--- config.mk ---
export PLATFORM = sky130hd
export DESIGN_NAME = regfile_writeback
export DESIGN_NICKNAME = d
export VERILOG_FILES = /design/src/rtl/wb_pkg.sv /design/src/rtl/wb_fifo.sv /design/src/rtl/regfile_writeback.sv
export SDC_FILE = /design/constraint.sdc
export NUM_CORES = 1
export LEC_CHECK = 0
export ABC_AREA = 1
export CAP_MARGIN = 20
export CORE_MARGIN = 8
export CORE_UTILIZATION = 40
export CTS_CLUSTER_SIZE = 8
export DETAILED_ROUTE_END_ITERATION = 10
export GPL_ROUTABILITY_DRIVEN = 0
export SLEW_MARGIN = 10
export SYNTH_ARGS = -nofsm -noshare
export SYNTH_HDL_FRONTEND = slang
export SYNTH_SLANG_ARGS = --single-unit
--- constraint.sdc ---
create_clock -name clk -period 5.8 [get_ports clk]
set_input_delay 1.45 -clock clk [delete_from_list [all_inputs] [get_ports clk]]
set_output_delay 1.45 -clock clk [all_outputs]
set_load 0.03 [all_outputs]
--- src/rtl/wb_pkg.sv ---
// Shared types and constants for the register-file writeback stage.
package wb_pkg;

  localparam int REG_W        = 5;
  localparam int DATA_W       = 32;
  localparam int FIFO_DEPTH   = 2;
  localparam int STARVE_LIMIT = 3;
  localparam int STAMP_W      = 3;
  localparam int NUM_REGS     = 1 << REG_W;
  localparam int CNT_W        = 2;
  localparam int STREAK_W     = 2;
  localparam int DROP_W       = 8;

  typedef struct packed {
    logic [REG_W-1:0]   rd;
    logic [DATA_W-1:0]  data;
    logic [STAMP_W-1:0] stamp;
  } wb_entry_t;

  typedef enum logic [1:0] {
    GRANT_NONE = 2'd0,
    GRANT_MEM  = 2'd1,
    GRANT_ALU  = 2'd2
  } grant_e;

  // Stamps wrap, so "a is older than b" means b is a small positive distance ahead of a.
  function automatic logic stamp_older(input logic [STAMP_W-1:0] a,
                                       input logic [STAMP_W-1:0] b);
    logic [STAMP_W-1:0] diff;
    diff = b - a;
    return (diff != {STAMP_W{1'b0}}) && !diff[STAMP_W-1];
  endfunction

  function automatic logic [NUM_REGS-1:0] rd_onehot(input logic             v,
                                                    input logic [REG_W-1:0] rd);
    logic [NUM_REGS-1:0] m;
    m = {NUM_REGS{1'b0}};
    if (v) begin
      m[rd] = 1'b1;
    end else begin
      m = {NUM_REGS{1'b0}};
    end
    return m;
  endfunction

endpackage

--- src/rtl/wb_fifo.sv ---
// Two-entry shift FIFO holding writeback entries; exposes every slot's rd
// so the top can build the busy mask.
module wb_fifo
  import wb_pkg::*;
(
  input  logic                              clk,
  input  logic                              rst_n,
  input  logic                              push,
  input  logic                              pop,
  input  wb_entry_t                         push_entry,
  output wb_entry_t                         head,
  output logic [CNT_W-1:0]                  count,
  output logic [FIFO_DEPTH-1:0]             entry_valid,
  output logic [FIFO_DEPTH-1:0][REG_W-1:0]  entry_rd
);

  wb_entry_t        slot0_r, slot1_r, slot0_s, slot1_s;
  logic [CNT_W-1:0] count_r, count_s;

  // Next slot contents: slot0 is always the head; a pop shifts slot1 down.
  always_comb begin
    slot0_s = slot0_r;
    slot1_s = slot1_r;
    count_s = count_r;
    case ({push, pop})
      2'b10: begin
        if (count_r == CNT_W'(0)) begin
          slot0_s = push_entry;
        end else begin
          slot1_s = push_entry;
        end
        count_s = count_r + CNT_W'(1);
      end
      2'b01: begin
        slot0_s = slot1_r;
        slot1_s = '0;
        count_s = count_r - CNT_W'(1);
      end
      2'b11: begin
        if (count_r == CNT_W'(1)) begin
          slot0_s = push_entry;
        end else begin
          slot0_s = slot1_r;
          slot1_s = push_entry;
        end
      end
      default: count_s = count_r;
    endcase
  end

  // Slot and occupancy registers.
  always_ff @(posedge clk or negedge rst_n) begin
    if (!rst_n) begin
      slot0_r <= '0;
      slot1_r <= '0;
      count_r <= CNT_W'(0);
    end else begin
      slot0_r <= slot0_s;
      slot1_r <= slot1_s;
      count_r <= count_s;
    end
  end

  assign head           = slot0_r;
  assign count          = count_r;
  assign entry_valid[0] = (count_r != CNT_W'(0));
  assign entry_valid[1] = (count_r == CNT_W'(FIFO_DEPTH));
  assign entry_rd[0]    = slot0_r.rd;
  assign entry_rd[1]    = slot1_r.rd;

endmodule

--- src/rtl/regfile_writeback.sv ---
// Merges ALU and load results into the single register-file write port,
// with accept-order stamps, a starvation guard and r0 write discard.
module regfile_writeback
  import wb_pkg::*;
(
  input  logic                clk,
  input  logic                rst_n,
  input  logic                alu_valid,
  output logic                alu_ready,
  input  logic [REG_W-1:0]    alu_rd,
  input  logic [DATA_W-1:0]   alu_data,
  input  logic                mem_valid,
  output logic                mem_ready,
  input  logic [REG_W-1:0]    mem_rd,
  input  logic [DATA_W-1:0]   mem_data,
  output logic                reg_write,
  output logic [REG_W-1:0]    reg_dest,
  output logic [DATA_W-1:0]   write_data,
  output logic [NUM_REGS-1:0] busy_mask,
  output logic [DROP_W-1:0]   drop_count
);

  logic                ready_en_r;
  logic [STAMP_W-1:0]  stamp_r, stamp_s;
  logic [STREAK_W-1:0] streak_r, streak_s;
  logic                reg_write_r;
  logic [REG_W-1:0]    reg_dest_r;
  logic [DATA_W-1:0]   write_data_r;
  logic [DROP_W-1:0]   drop_count_r;

  logic                alu_push_s, mem_push_s, alu_pop_s, mem_pop_s;
  logic                alu_ne_s, mem_ne_s;
  wb_entry_t           alu_entry_s, mem_entry_s, alu_head_s, mem_head_s, pop_entry_s;
  logic [CNT_W-1:0]    alu_count_s, mem_count_s;
  logic [FIFO_DEPTH-1:0]            alu_evalid_s, mem_evalid_s;
  logic [FIFO_DEPTH-1:0][REG_W-1:0] alu_erd_s, mem_erd_s;
  grant_e              grant_s;
  logic [NUM_REGS-1:0] busy_s;

  // ready_en_r keeps both channels closed until the first edge after reset release.
  assign alu_ready = ready_en_r && (alu_count_s < CNT_W'(FIFO_DEPTH));
  assign mem_ready = ready_en_r && (mem_count_s < CNT_W'(FIFO_DEPTH));
  assign alu_push_s = alu_valid && alu_ready;
  assign mem_push_s = mem_valid && mem_ready;
  assign alu_ne_s   = (alu_count_s != CNT_W'(0));
  assign mem_ne_s   = (mem_count_s != CNT_W'(0));

  // Stamp assignment: mem takes the older number on a shared acceptance edge.
  always_comb begin
    mem_entry_s = '{rd: mem_rd, data: mem_data, stamp: stamp_r};
    alu_entry_s = '{rd: alu_rd, data: alu_data, stamp: stamp_r + STAMP_W'(mem_push_s)};
    stamp_s     = stamp_r + STAMP_W'(mem_push_s) + STAMP_W'(alu_push_s);
  end

  wb_fifo u_alu_fifo (
    .clk(clk), .rst_n(rst_n), .push(alu_push_s), .pop(alu_pop_s),
    .push_entry(alu_entry_s), .head(alu_head_s), .count(alu_count_s),
    .entry_valid(alu_evalid_s), .entry_rd(alu_erd_s)
  );

  wb_fifo u_mem_fifo (
    .clk(clk), .rst_n(rst_n), .push(mem_push_s), .pop(mem_pop_s),
    .push_entry(mem_entry_s), .head(mem_head_s), .count(mem_count_s),
    .entry_valid(mem_evalid_s), .entry_rd(mem_erd_s)
  );

  // Arbiter: same-rd ordering first, then starvation guard, then mem priority.
  always_comb begin
    grant_s = GRANT_NONE;
    if (alu_ne_s && mem_ne_s) begin
      if ((alu_head_s.rd == mem_head_s.rd) && (alu_head_s.rd != REG_W'(0))) begin
        if (stamp_older(alu_head_s.stamp, mem_head_s.stamp)) begin
          grant_s = GRANT_ALU;
        end else begin
          grant_s = GRANT_MEM;
        end
      end else if (streak_r == STREAK_W'(STARVE_LIMIT)) begin
        grant_s = GRANT_ALU;
      end else begin
        grant_s = GRANT_MEM;
      end
    end else if (mem_ne_s) begin
      grant_s = GRANT_MEM;
    end else if (alu_ne_s) begin
      grant_s = GRANT_ALU;
    end else begin
      grant_s = GRANT_NONE;
    end

    streak_s = streak_r;
    case (grant_s)
      GRANT_ALU: streak_s = STREAK_W'(0);
      GRANT_MEM: begin
        if (alu_ne_s && (streak_r != STREAK_W'(STARVE_LIMIT))) begin
          streak_s = streak_r + STREAK_W'(1);
        end else begin
          streak_s = streak_r;
        end
      end
      default: streak_s = streak_r;
    endcase
  end

  assign alu_pop_s   = (grant_s == GRANT_ALU);
  assign mem_pop_s   = (grant_s == GRANT_MEM);
  assign pop_entry_s = alu_pop_s ? alu_head_s : mem_head_s;

  // Busy mask covers buffered entries plus the write currently on the port.
  always_comb begin
    busy_s = rd_onehot(reg_write_r, reg_dest_r);
    for (int i = 0; i < FIFO_DEPTH; i++) begin
      busy_s = busy_s | rd_onehot(alu_evalid_s[i], alu_erd_s[i])
                      | rd_onehot(mem_evalid_s[i], mem_erd_s[i]);
    end
    busy_s[0] = 1'b0;
  end

  // Control state and the registered write port.
  always_ff @(posedge clk or negedge rst_n) begin
    if (!rst_n) begin
      ready_en_r   <= 1'b0;
      stamp_r      <= STAMP_W'(0);
      streak_r     <= STREAK_W'(0);
      reg_write_r  <= 1'b0;
      reg_dest_r   <= REG_W'(0);
      write_data_r <= DATA_W'(0);
      drop_count_r <= DROP_W'(0);
    end else begin
      ready_en_r <= 1'b1;
      stamp_r    <= stamp_s;
      streak_r   <= streak_s;
      if ((grant_s != GRANT_NONE) && (pop_entry_s.rd != REG_W'(0))) begin
        reg_write_r  <= 1'b1;
        reg_dest_r   <= pop_entry_s.rd;
        write_data_r <= pop_entry_s.data;
      end else begin
        reg_write_r  <= 1'b0;
      end
      if ((grant_s != GRANT_NONE) && (pop_entry_s.rd == REG_W'(0))
          && (drop_count_r != {DROP_W{1'b1}})) begin
        drop_count_r <= drop_count_r + DROP_W'(1);
      end else begin
        drop_count_r <= drop_count_r;
      end
    end
  end

  assign reg_write  = reg_write_r;
  assign reg_dest   = reg_dest_r;
  assign write_data = write_data_r;
  assign busy_mask  = busy_s;
  assign drop_count = drop_count_r;

endmodule
==> results of run 1 <==
-- final cells by class --
class | count | share of cell area, %
clock inverters | 3 | 0.550
inverters | 171 | 4.41
well taps | 390 | 3.35
repair buffers | 174 | 11.8
clock buffers | 31 | 5.33
multi-input cells | 1046 | 37.5
flip-flops and latches | 216 | 37.1
-- cell families (layout without fill, tap and decap cells) --
logic type | count (synthesis) | after routing
flops | 216 | 216
compound gates | 312 | 312
other cells | 2 | 2
simple gates | 698 | 698
fa+ha+maj | 22 | 22
xor+xnor | 12 | 12
buf+inv | 258 | 379
-- registers in the layout, summed over array words and instances, names as in the netlist --
register,count
drop_count,8
ready_en_r,1
reg_dest,5
reg_write,1
stamp_r,3
streak_r,2
u_alu_fifo.count,2
u_alu_fifo.entry_rd,10
u_alu_fifo.head,35
u_alu_fifo.slot1_r,35
u_mem_fifo.count,2
u_mem_fifo.entry_rd,10
u_mem_fifo.head,35
u_mem_fifo.slot1_r,35
write_data,32
-- synth_stat cells --
| library cell | instances | share of area (%) |
|---|---|---|
| sky130_fd_sc_hd__o31ai_1 | 1 | 0.063 |
| sky130_fd_sc_hd__nor2_2 | 2 | 0.11 |
| sky130_fd_sc_hd__nor2_1 | 65 | 2.1 |
| sky130_fd_sc_hd__buf_1 | 3 | 0.095 |
| sky130_fd_sc_hd__clkinv_1 | 4 | 0.13 |
| sky130_fd_sc_hd__inv_1 | 156 | 4.9 |
| sky130_fd_sc_hd__a21oi_1 | 10 | 0.42 |
| sky130_fd_sc_hd__nand2_2 | 5 | 0.26 |
| sky130_fd_sc_hd__clkbuf_1 | 64 | 2.0 |
| sky130_fd_sc_hd__xor2_1 | 6 | 0.44 |
| sky130_fd_sc_hd__conb_1 | 2 | 0.063 |
| sky130_fd_sc_hd__o22a_1 | 1 | 0.074 |
| sky130_fd_sc_hd__a22oi_1 | 47 | 3.0 |
| sky130_fd_sc_hd__a31oi_1 | 40 | 2.1 |
| sky130_fd_sc_hd__buf_2 | 10 | 0.42 |
| sky130_fd_sc_hd__a221oi_1 | 6 | 0.44 |
| sky130_fd_sc_hd__nor3_1 | 51 | 2.2 |
| sky130_fd_sc_hd__o21ai_1 | 6 | 0.25 |
| sky130_fd_sc_hd__o21bai_1 | 1 | 0.063 |
| sky130_fd_sc_hd__ha_1 | 22 | 2.3 |
| sky130_fd_sc_hd__a211oi_1 | 1 | 0.063 |
| sky130_fd_sc_hd__and3_1 | 1 | 0.053 |
| sky130_fd_sc_hd__dfrtp_1 | 216 | 46 |
| sky130_fd_sc_hd__or2_2 | 1 | 0.053 |
| sky130_fd_sc_hd__nor2_8 | 1 | 0.17 |
| sky130_fd_sc_hd__inv_2 | 11 | 0.35 |
| sky130_fd_sc_hd__a21oi_4 | 1 | 0.14 |
| sky130_fd_sc_hd__nand2_1 | 378 | 12 |
| sky130_fd_sc_hd__buf_4 | 3 | 0.19 |
| sky130_fd_sc_hd__nand2_4 | 2 | 0.19 |
| sky130_fd_sc_hd__o211ai_1 | 43 | 2.7 |
| sky130_fd_sc_hd__o21bai_4 | 1 | 0.16 |
| sky130_fd_sc_hd__o22ai_1 | 14 | 0.74 |
| sky130_fd_sc_hd__xnor2_1 | 6 | 0.44 |
| sky130_fd_sc_hd__o221ai_1 | 2 | 0.15 |
| sky130_fd_sc_hd__nand3_1 | 177 | 7.5 |
| sky130_fd_sc_hd__o2111ai_1 | 24 | 1.8 |
| sky130_fd_sc_hd__nand4_1 | 11 | 0.58 |
| sky130_fd_sc_hd__o21ai_0 | 113 | 4.8 |
| sky130_fd_sc_hd__a21o_1 | 1 | 0.063 |
| sky130_fd_sc_hd__buf_6 | 7 | 0.66 |
| sky130_fd_sc_hd__nand3_2 | 4 | 0.34 |
-- worst min-delay path by stage --
stage / from / end / slack [ns] / depth (start not counted)
5_1_grt: u_alu_fifo.slot1_r[23] / u_alu_fifo.slot1_r[23] / 0.49 / 2
3_3_place_gp: write_data[27] / write_data[27] / 0.45 / 2
2_1_floorplan: u_alu_fifo.slot1_r[10] / u_alu_fifo.slot1_r[10] / 0.45 / 2
3_5_place_dp: write_data[3] / write_data[3] / 0.46 / 2
6_report: write_data[25] / write_data[25] / 0.47 / 2
4_1_cts: write_data[3] / write_data[3] / 0.48 / 2
-- layer usage --
metal	routed length, um	up-vias	share of wire, %	GRT usage, %
met4	1210	0	3.1	6.97
met2	18900	396	49	37.0
li1	-	5387	-	-
met3	2180	88	5.7	3.68
met5	0	-	0	0
met1	16300	5343	42	27.1
-- worst max-delay path, cell delays in order, from the launching register on --
cell                              delay, ns
sky130_fd_sc_hd__dfrtp_1               0.38
sky130_fd_sc_hd__inv_1                 0.08
sky130_fd_sc_hd__ha_1                  0.30
sky130_fd_sc_hd__nor3_1                0.79
sky130_fd_sc_hd__inv_1                 0.14
sky130_fd_sc_hd__o22ai_1               0.19
sky130_fd_sc_hd__a221oi_1              0.08
sky130_fd_sc_hd__nand2_1               0.12
sky130_fd_sc_hd__clkdlybuf4s50_1       0.68
-- through the flow --
| stage | utilization, % | hold WS [ns] |
|---|---|---|
| floorplan | - | 0.450 |
| global placement | 46.6 | 0.454 |
| detailed placement | 46.6 | 0.462 |
| CTS | 49.5 | 0.475 |
| global route | 49.5 | 0.494 |
| finish | 49.5 | 0.474 |
-- report_power, final --
group          total, uW  internal [uW]  switching [uW]
sequential          2710           2230             482
clock               1660           1020             632
combinational       5810           1830            3980
==> run summary, run 1 <==
Setup violations remaining at the end of the flow were counted as 0. Counting along the longest clock path gives a buffer depth of 3. The post-route clock period utilization is 82.1%. Cells with a size suffix above 1 make up 5.30% of the layout. After detailed placement, the design holds a cell count of 1996.

STA puts the critical path data arrival time at 3.31 ns. Once routing completed, OpenROAD measured the worst setup slack at 1.04 ns. The reg-to-reg startpoint is u_mem_fifo.count[0].

The top cell types in the final layout, fill and taps aside, are 377 x sky130_fd_sc_hd__nand2_1, 216 x sky130_fd_sc_hd__dfrtp_1, 177 x sky130_fd_sc_hd__nand3_1. The static leakage power was 0.00657 uW; the area added between synthesis and finish was 22.8%. The run gives 0.55 ns as the clock latency at the later pin of the worst-skew pair. The number of global-route vias before repair is 11200. The detailed router finished its first iteration with 1069 violations. Summing all multi-input logic gate instances after layout gives 5460 sq um. The min-delay analysis places its worst path in the category register to register. The number of cells in the finished layout apart from fillers is 2031, and the fraction of the mapped netlist area in simple logic gates is 25.4%. The register bit total from synthesis was 216. First-pass GRT wire length: 62500 um. The share of the synthesized netlist area taken by xor and xnor gates was 0.886%.

OpenSTA, run right after detailed placement, puts the worst setup slack at 1.53 ns. Setup repair after global routing left no endpoint under its margin. During I/O placement, the number of pins put on the boundary was 158. Across every metal layer, demand over resource in global routing totals 21.5%. The final layout contains routed wiring with a total length of 38600 um. Combined flip-flop and latch cell area: 5410 sq um. Post-CTS timing repair inserted 0 buffers for setup.

The most critical setup path has its endpoint at busy_mask[9]. After routing the design area is 14600 sq um. Clock-pin slew was measured on the worst setup and hold paths at 0.05 ns. The post-cts sizing count was 0.

The run gives 0 ns as the setup TNS. After clock tree synthesis, the flow added hold-fix buffers numbering 0. Leaving out fill and tap cells, the most frequent cell in the layout is sky130_fd_sc_hd__nand2_1. The first detailed-routing pass ran for 6 iterations.

The pin count of the biggest net entering global routing was 127. The flow ran to the end, and the final reports show no timing, DRC or antenna violations. The logs give 35400 sq um for the full die area and 29400 sq um for the core area. In the routed design, unresolved DRC markers number 0.

The routed layout has 11200 vias. The tools report the initial antenna violation count as 0. At the pin with the least slew margin, the transition time is 1.12 ns. Global routing finished with a remaining overflow of 0. In this run the critical register-to-register path is captured at u_mem_fifo.head[19]. The repair_antennas step left the layout with diodes totalling 0. The worst setup path is of the register to output port kind. The logs give 0 for the final hold violation count and 2.15 ns for the worst setup slack for register-to-register paths.

The worst setup path is launched from a register. TritonCTS built the clock tree. The highest clock frequency the design can meet is 210 MHz, and the number of nets still failing antenna checks after routing is 0.

Total power for the finished layout comes to 10200 uW. The worst register-to-register path has a depth of 14. The wire length per cell after detailed routing is 19.0 um, and the relative max-transition margin is 24.6%.

The synthesized-area fraction occupied by ao, oa, aoi and oai cells is 17.0%. Summing all placed instances gives a cell area of 13700 sq um. Number of max-slew violations in the final report: 0. The count of unique library cells instantiated by Yosys was 42. The Yosys step of the flow raised 0 warnings. Final-layout fill cell count: 2891. By area, the combinational part of the netlist is dominated by simple AND/OR/NAND/NOR gates. At the worst endpoint, the required time is 4.35 ns.

The average instance in the mapped netlist occupies 7.80 sq um. Counting every net in the synthesized netlist gives 1620. The die extent in x is 188 um. The tools report the CTS root buffer as sky130_fd_sc_hd__clkbuf_16. The clock period could shrink to 4.76 ns. Along the worst path, the maximum fanout reaches 7. The TritonCTS buffer count is 31, and the worst clock skew is 0.0154 ns.

Die outline height: 188 um. Using the TritonRoute via totals, the vias-per-cell ratio works out to 5.52. The logs give 216 for the clock net sink count and 0 for the max-capacitance violation count. Of the total synthesized cell area, the portion taken by full adders, half adders and majority gates is 2.32%. After legalization and detailed placement, the total HPWL measured 26500 um. The tools report the launching element of the worst setup path as u_alu_fifo.count[0]. The multiplexer fraction of the synthesized cell area came out at 0%. The synthesized netlist occupies a cell area of 11900 sq um.

The power density relative to cell area was 699 nW/um^2; the starting utilization of the core area was 40.3%. After synthesis, flip-flops and latches occupy 45.6% of the total area. The cell row count was 63; the largest voltage drop on the vdd net was 0.000374 V.

STA classifies the critical path endpoint as an output port. The tools report the count of mapped cells out of synthesis as 1520. The H-tree depth was 1; the port buffer count was 156. The net count of the finished layout was 1740.
Power figures use the tool's default switching activity.
==> inputs of run 2 (changes only) <==
Clock period 5.8 ns to 4.6 ns, I/O delays scaled along.
==> run 2 against run 1 <==
Net effect:
- sequential power grew 25%
- count of clock-buffer cells in the layout shrank 1
- via count grew 0.73%
- cell count grew 0.15%
- power grew 26%
- critical path depth shrank 2
- non-clock buffer count grew 6
- largest cell class unchanged
- largest power group unchanged
==> run summary, run 2 (synthesis gave the netlist of run 1 again) <==
The run finished with clean final reports. The I/O pin total is 158 (unchanged). The power density relative to cell area works out to 879 nW/um^2 (+26%).

The logs give 13800 sq um (+0.40%) for the cell area reported after detailed placement and 10900 (-2.2%) for the number of global-route vias before repair. The critical path goes through inv_1, ha_1, nor3_1, inv_1, o2111ai_1, clkdlybuf4s50_1. The library cell used most frequently in the layout, excluding fill and tap cells, is sky130_fd_sc_hd__nand2_1. The clock slew seen by the registers of the worst setup and hold paths came out at 0.05 ns (about the same). The worst hold path begins at write_data[11]. For the number of post-CTS setup repair buffers, the log shows 0 (unchanged). Setup repair after global routing left no endpoint under its margin. Final-layout fill cell count: 2887 (-0.14%). The worst hold path belongs to the class register to register. The net count of the finished layout was 1745 (+0.29%).

The tools report the count of hold-fix buffers inserted at cts as 0 (unchanged). The largest voltage drop on the vdd net is 0.000451 V (+20%), and the die extent in x is 188 um (unchanged). Derived from the worst setup path, the maximum achievable clock frequency is 219 MHz.

The logs give 35400 sq um (unchanged) for the full die area and 22.5% (-2.1 points) for the relative max-transition margin. The launching element of the worst setup path is u_alu_fifo.count[0]. Setup TNS: 0 ns (unchanged). The logs give 975 (-8.8%) for the number of design-rule violations left by the first detailed-router iteration and 27000 um (+1.6%) for the post-DP HPWL.

The port buffer count works out to 156 (unchanged). The logs give 5 (-1) for the first-pass iteration count of the detailed router and 0 (unchanged) for the number of endpoints failing setup at the final stage. The tools report the end-of-flow core utilization as 49.5% (about the same). The part of the total power dissipated in the clock network was 15.2% (-1.1 points); the first-pass GRT wire length was 62200 um (-0.41%).

STA classifies the critical path endpoint as an output port. The kind of critical path was register to output port. Overall overflow remaining after global route: 0 (unchanged).

Number of nets still failing antenna checks after routing: 0 (unchanged). The worst clock skew is 0.0234 ns (+0.00798 ns), and the transition at the pin with the smallest max-transition slack is 1.15 ns (+0.0315 ns). The fraction of layout cells with a size suffix above 1 came out at 5.54% (+0.23 points). The number of vias per cell after detailed routing is 5.55 (+0.58%).

In the layout the commonest cells are 378 x sky130_fd_sc_hd__nand2_1, 216 x sky130_fd_sc_hd__dfrtp_1, 177 x sky130_fd_sc_hd__nand3_1. The run gives 63 (unchanged) as the cell row count. The worst register-to-register path begins at u_alu_fifo.head[1].

The overall global routing resource usage was 21.5% (+0.037 points); the post-route clock period utilization was 99.2%. The required time at the worst-slack endpoint came out at 3.45 ns (-0.90 ns). Net switching power figure: 6480 uW (+27%).

The slowest stage of the critical path belongs to the cell sky130_fd_sc_hd__nor3_1. TritonCTS built the clock tree. Counting stages on the worst path, the most repeated cell is sky130_fd_sc_hd__inv_1. The routed design could run at a clock period as short as 4.56 ns. The final hold violation count was 0 (unchanged); the switching share of total power was 50.7% (+0.63 points). The longest individual stage delay on the worst path is 0.83 ns (+0.04 ns). The internal power of the cells was 6310 uW (+24%). The starting utilization of the core area was 40.3% (unchanged); the area added between synthesis and finish was 22.7% (about the same). Core area: 29400 sq um (unchanged).

For the static leakage power, the log shows 0.00657 uW (about the same). The tools report the kind of start point of the critical path as a register. For the count of unresolved DRC violations after routing, the log shows 0 (unchanged).

The tree is rooted in a sky130_fd_sc_hd__clkbuf_16. The pin count of the biggest net entering global routing is 111 (-13%), and the sum of internal, switching and leakage power is 12800 uW (+26%). The run gives 11300 (+0.73%) as the via count. The logs give 0 (unchanged) for the number of antenna repair diodes and 1 (unchanged) for the H-tree depth.

The wire length per cell after detailed routing was 19.0 um (about the same). The relative contribution of combinational cells to total power was 58.2% (+1.1 points); the share of power burned in registers was 26.6% (about the same). The die outline height was 188 um (unchanged); the final hold slack was 0.468 ns (-0.00532 ns). The initial antenna violation count is 0 (unchanged).

The tools report the number of max-slew violations in the final report as 0 (unchanged). The run gives 3 (unchanged) as the number of buffers on the longest clock path. The tools report the TritonCTS buffer count as 30 (-3.2%). The tools report the post-cts sizing count as 0 (unchanged).

The clock net sink count is 216 (unchanged). The max-capacitance violation count was 0 (unchanged); the maximum fanout along the worst path was 7 (unchanged). The run gives 3.41 ns (+0.10 ns) as the arrival time at the worst endpoint. The clock latency at the later pin of the worst-skew pair is 0.56 ns (about the same). The run gives 38700 um (+0.21%) as the final routed wirelength across all metal layers. Final instance area: 14600 sq um (about the same).
==> run 2: cell count changes in the layout (fill, tap and decap cells not counted), sizes merged <==
cell	change
buf	+6
clkinv	+1
clkbuf	-1
inv	-1
bufinv	-2
==> run 2: layout make-up <==
class                      instances  area [sq um]  area share [%]
clock inverter                     1          30.0           0.206
inverter                         171           642            4.41
tap                              390           488            3.35
sequential                       216          5410            37.1
clock buffer                      30           751            5.16
timing repair buffer             180          1770            12.2
multi-input combinational       1046          5470            37.6
==> run 2: final timing paths <==
path,endpoint,cells past startpoint,slack [ns]
max reg2reg,u_mem_fifo.slot1_r[29],17,0.92
min reg2reg,write_data[11],2,0.47
max,busy_mask[7],6,0.04
max in group asynchronous,u_mem_fifo.slot1_r[5],2,2.96
min in group asynchronous,drop_count[2],1,0.63
min,write_data[11],2,0.47
==> run 2: metrics by stage <==
step                      instances  setup WS, ns
after floorplan                1520          1.39
after global placement         2002         0.719
after detailed placement       2002         0.644
after CTS                      2033        0.0691
after global routing           2034        0.0113
final                          2034        0.0378
==> run 2: power groups by stage <==
stage | clock [uW] | sequential, uW | combinational, uW
after global placement | 0 | 3400 | 7320
after global routing | 2060 | 3500 | 8270
after floorplan | 0 | 3550 | 4890
after CTS | 1990 | 3390 | 7470
after detailed placement | 0 | 3410 | 7440
final | 1950 | 3400 | 7440
==> run 2: critical path, delay by kind of cell (launching register included) <==
kind                     cells  cell delay, ns
buffers and inverters        3            1.01
AND/OR/NAND/NOR              1            0.83
flip-flops                   1            0.38
adder cells (fa/ha/maj)      1            0.33
AO/OA/AOI/OAI                1            0.32
==> run 2: layer usage <==
metal | track usage, % | vias to the layer above | routed length (um)
li1 | - | 5386 | -
met1 | 27.8 | 5397 | 16300
met2 | 36.0 | 427 | 18700
met3 | 3.35 | 86 | 2290
met4 | 7.85 | 0 | 1410
met5 | 0 | - | 0
==> inputs of run 3 (changes only) <==
Settings changed: SETUP_SLACK_MARGIN set to 0.15.
==> run 3 against run 2 <==
Net effect:
- cell count unchanged
- power increased by 0.14%
- worst setup slack improved by 0.27 ns
- first-iteration DRC count increased by 5.2%
- sequential power about the same
- critical path depth increased by 2
- clock skew increased by 0.0014 ns
- register-to-register slack got worse by 0.03 ns
- clock power about the same
- sequential share of layout area decreased by 0.070 points
- count of clock-buffer cells in the layout unchanged
- largest cell class unchanged
==> run summary, run 3 (synthesis gave the netlist of run 1 again) <==
Largest voltage drop on the vdd net: 0.000451 V (about the same). Combined flip-flop and latch cell area: 5410 sq um (unchanged). The logs give 40.3% (unchanged) for the starting utilization of the core area and 0 (unchanged) for the count of hold-fix buffers inserted at cts. The cell row count was 63 (unchanged); the clock net sink count was 216 (unchanged).

For the instance count after placement with tap cells included, the log shows 2002 (unchanged). For hold timing, the worst endpoint is write_data[11]. The post-route clock period utilization was 93.3% (-5.9 points). The run gives 0 (unchanged) as the final hold violation count. For the pin count of the biggest net entering global routing, the log shows 111 (unchanged).

STA classifies the critical path startpoint as a register. The run gives 10900 (+0.091%) as the number of global-route vias before repair. The port buffer count came out at 156 (unchanged). The area added between synthesis and finish is 22.9%, and the number of vias per cell after detailed routing is 5.55 (about the same). The power density relative to cell area was 878 nW/um^2 (about the same). The tools report the number of design-rule violations left by the first detailed-router iteration as 1026 (+5.2%). The final routed wirelength across all metal layers was 38800 um (+0.28%). The first-pass iteration count of the detailed router was 6 (+1); the overall overflow remaining after global route was 0 (unchanged). For the arrival time at the worst endpoint, the log shows 3.14 ns (-0.27 ns). Setup repair after global routing left no endpoint under its margin. The logs give 29400 sq um (unchanged) for the core area and 1 (unchanged) for the H-tree depth.

The run finished with clean final reports. TritonCTS built the clock tree. The logs give 0 (unchanged) for the number of max-slew violations in the final report and 0 (unchanged) for the number of antenna repair diodes. The sum of internal, switching and leakage power was 12800 uW (+0.14%); the die extent in x was 188 um (unchanged). The number of endpoints failing setup at the final stage was 0 (unchanged); the combined area of the multi-input logic cells was 5500 sq um (+0.50%).

First-pass GRT wire length: 62200 um (about the same). The reg-to-reg startpoint was u_alu_fifo.head[1]. The overall global routing resource usage came out at 21.5% (about the same). The net count of the finished layout came out at 1745 (unchanged). The logs give 0 ns (unchanged) for the setup TNS and 0.89 ns (-0.03 ns) for the worst setup slack for register-to-register paths.

The library cell used most frequently in the layout, excluding fill and tap cells, is sky130_fd_sc_hd__nand2_1. The die outline height is 188 um (unchanged). Required time at the worst-slack endpoint: 3.45 ns (about the same). STA classifies the critical path endpoint as an output port. The run gives 158 (unchanged) as the I/O pin total. The clock slew seen by the registers of the worst setup and hold paths works out to 0.05 ns (about the same).

The full die area was 35400 sq um (unchanged). The number of nets still failing antenna checks after routing was 0 (unchanged). For the highest clock frequency the design can meet, the log shows 233 MHz (+6.3%). The clock latency at the later pin of the worst-skew pair came out at 0.56 ns (about the same). The transition at the pin with the smallest max-transition slack came out at 1.06 ns (-0.0965 ns).

The worst register-to-register path ends at u_mem_fifo.entry_rd[9]. The critical path in this run is classified as register to output port. The maximum fanout along the worst path came out at 7 (unchanged). The number of cells traversed by the worst hold path came out at 2 (unchanged).

The TritonCTS buffer count came out at 30 (unchanged). The run gives 0 (unchanged) as the max-capacitance violation count. The run gives 29.3% (+6.8 points) as the relative max-transition margin. The initial antenna violation count came out at 0 (unchanged). The startpoint identified for the worst hold timing path is write_data[11]. The shortest period the worst path allows came out at 4.29 ns (-0.270 ns). The top cell types in the final layout, fill and taps aside, are 378 x sky130_fd_sc_hd__nand2_1, 216 x sky130_fd_sc_hd__dfrtp_1, 177 x sky130_fd_sc_hd__nand3_1.

The final-layout fill cell count is 2883 (-0.14%). The run gives 2034 (unchanged) as the number of cells in the finished layout apart from fillers. The count of unresolved DRC violations after routing is 0 (unchanged), and the number of buffers on the longest clock path is 3 (unchanged). The via count was 11300 (-0.071%).

CTS placed an instance of sky130_fd_sc_hd__clkbuf_16 at the clock tree root. For the static leakage power, the log shows 0.00658 uW (+0.11%). The fraction of layout cells with a size suffix above 1 is 5.90% (+0.36 points).

The depth of the most critical reg-to-reg path was 17 (unchanged); the post-DP HPWL was 27000 um (unchanged). The wire length per cell after detailed routing is 19.1 um (+0.28%), and the worst clock skew is 0.0248 ns (+0.00140 ns). Class of the tightest hold or removal check: register to register.
==> run 3: cell counts in the layout (fill, tap and decap cells not counted) <==
No cell type changed its count.
==> run 3: through the flow <==
step           hold slack [ns]  instance area (sq um)  utilization [%]  setup slack [ns]
3_3_place_gp             0.454                  13800             46.8             0.719
2_1_floorplan            0.450                  11900                -              1.39
5_1_grt                  0.492                  14600             49.6             0.154
4_1_cts                  0.471                  14600             49.5             0.157
6_report                 0.467                  14600             49.6             0.308
3_5_place_dp             0.461                  13800             46.8             0.644
==> run 3: routing by layer <==
metal,vias up,global-route usage [%],share of wire [%]
met5,-,0,0
met4,0,7.88,3.9
met3,85,3.35,5.9
met2,447,36.0,48
met1,5367,27.9,42
li1,5389,-,-
==> run 3: final cells by class <==
cell class              count  share of cell area (%)
inverters                 171                    4.40
clock buffers              30                    5.15
clock inverters             1                   0.206
well taps                 390                    3.35
multi-input cells        1046                    37.7
flip-flops and latches    216                    37.1
repair buffers            180                    12.1
==> run 3: power by group <==
group / switching [uW] / internal, uW / total, uW
clock network: 808 / 1140 / 1950
registers: 592 / 2810 / 3400
logic: 5090 / 2370 / 7460
total: 6490 / 6320 / 12800
==> run 3: worst max path at each step <==
stage                          end  slack (ns)  cells past startpoint                start
2_1_floorplan  u_mem_fifo.head[10]        1.39                     20   u_alu_fifo.head[1]
3_3_place_gp          busy_mask[9]        0.72                      8  u_alu_fifo.count[0]
3_5_place_dp          busy_mask[9]        0.64                      8  u_alu_fifo.count[0]
4_1_cts              busy_mask[22]        0.16                      8  u_alu_fifo.count[1]
5_1_grt              busy_mask[22]        0.15                      8  u_alu_fifo.count[1]
6_report             busy_mask[22]        0.31                      8  u_alu_fifo.count[1]
==> run 3: critical path, cell delays in order, from the launching register on <==
cell	delay, ns
sky130_fd_sc_hd__dfrtp_1	0.41
sky130_fd_sc_hd__inv_1	0.10
sky130_fd_sc_hd__ha_2	0.30
sky130_fd_sc_hd__inv_1	0.20
sky130_fd_sc_hd__nand2_1	0.22
sky130_fd_sc_hd__inv_1	0.16
sky130_fd_sc_hd__a221oi_1	0.35
sky130_fd_sc_hd__o221ai_1	0.21
sky130_fd_sc_hd__clkdlybuf4s50_1	0.64
==> run 3: timing repair <==
| item | CTS | global route |
|---|---|---|
| endpoints found under the setup margin | 4 | 12 |
| endpoints found under the hold margin | 0 | 0 |
| setup buffers | 0 | 0 |
| pin swaps | 0 | 0 |
| gates resized for setup | 3 | 5 |
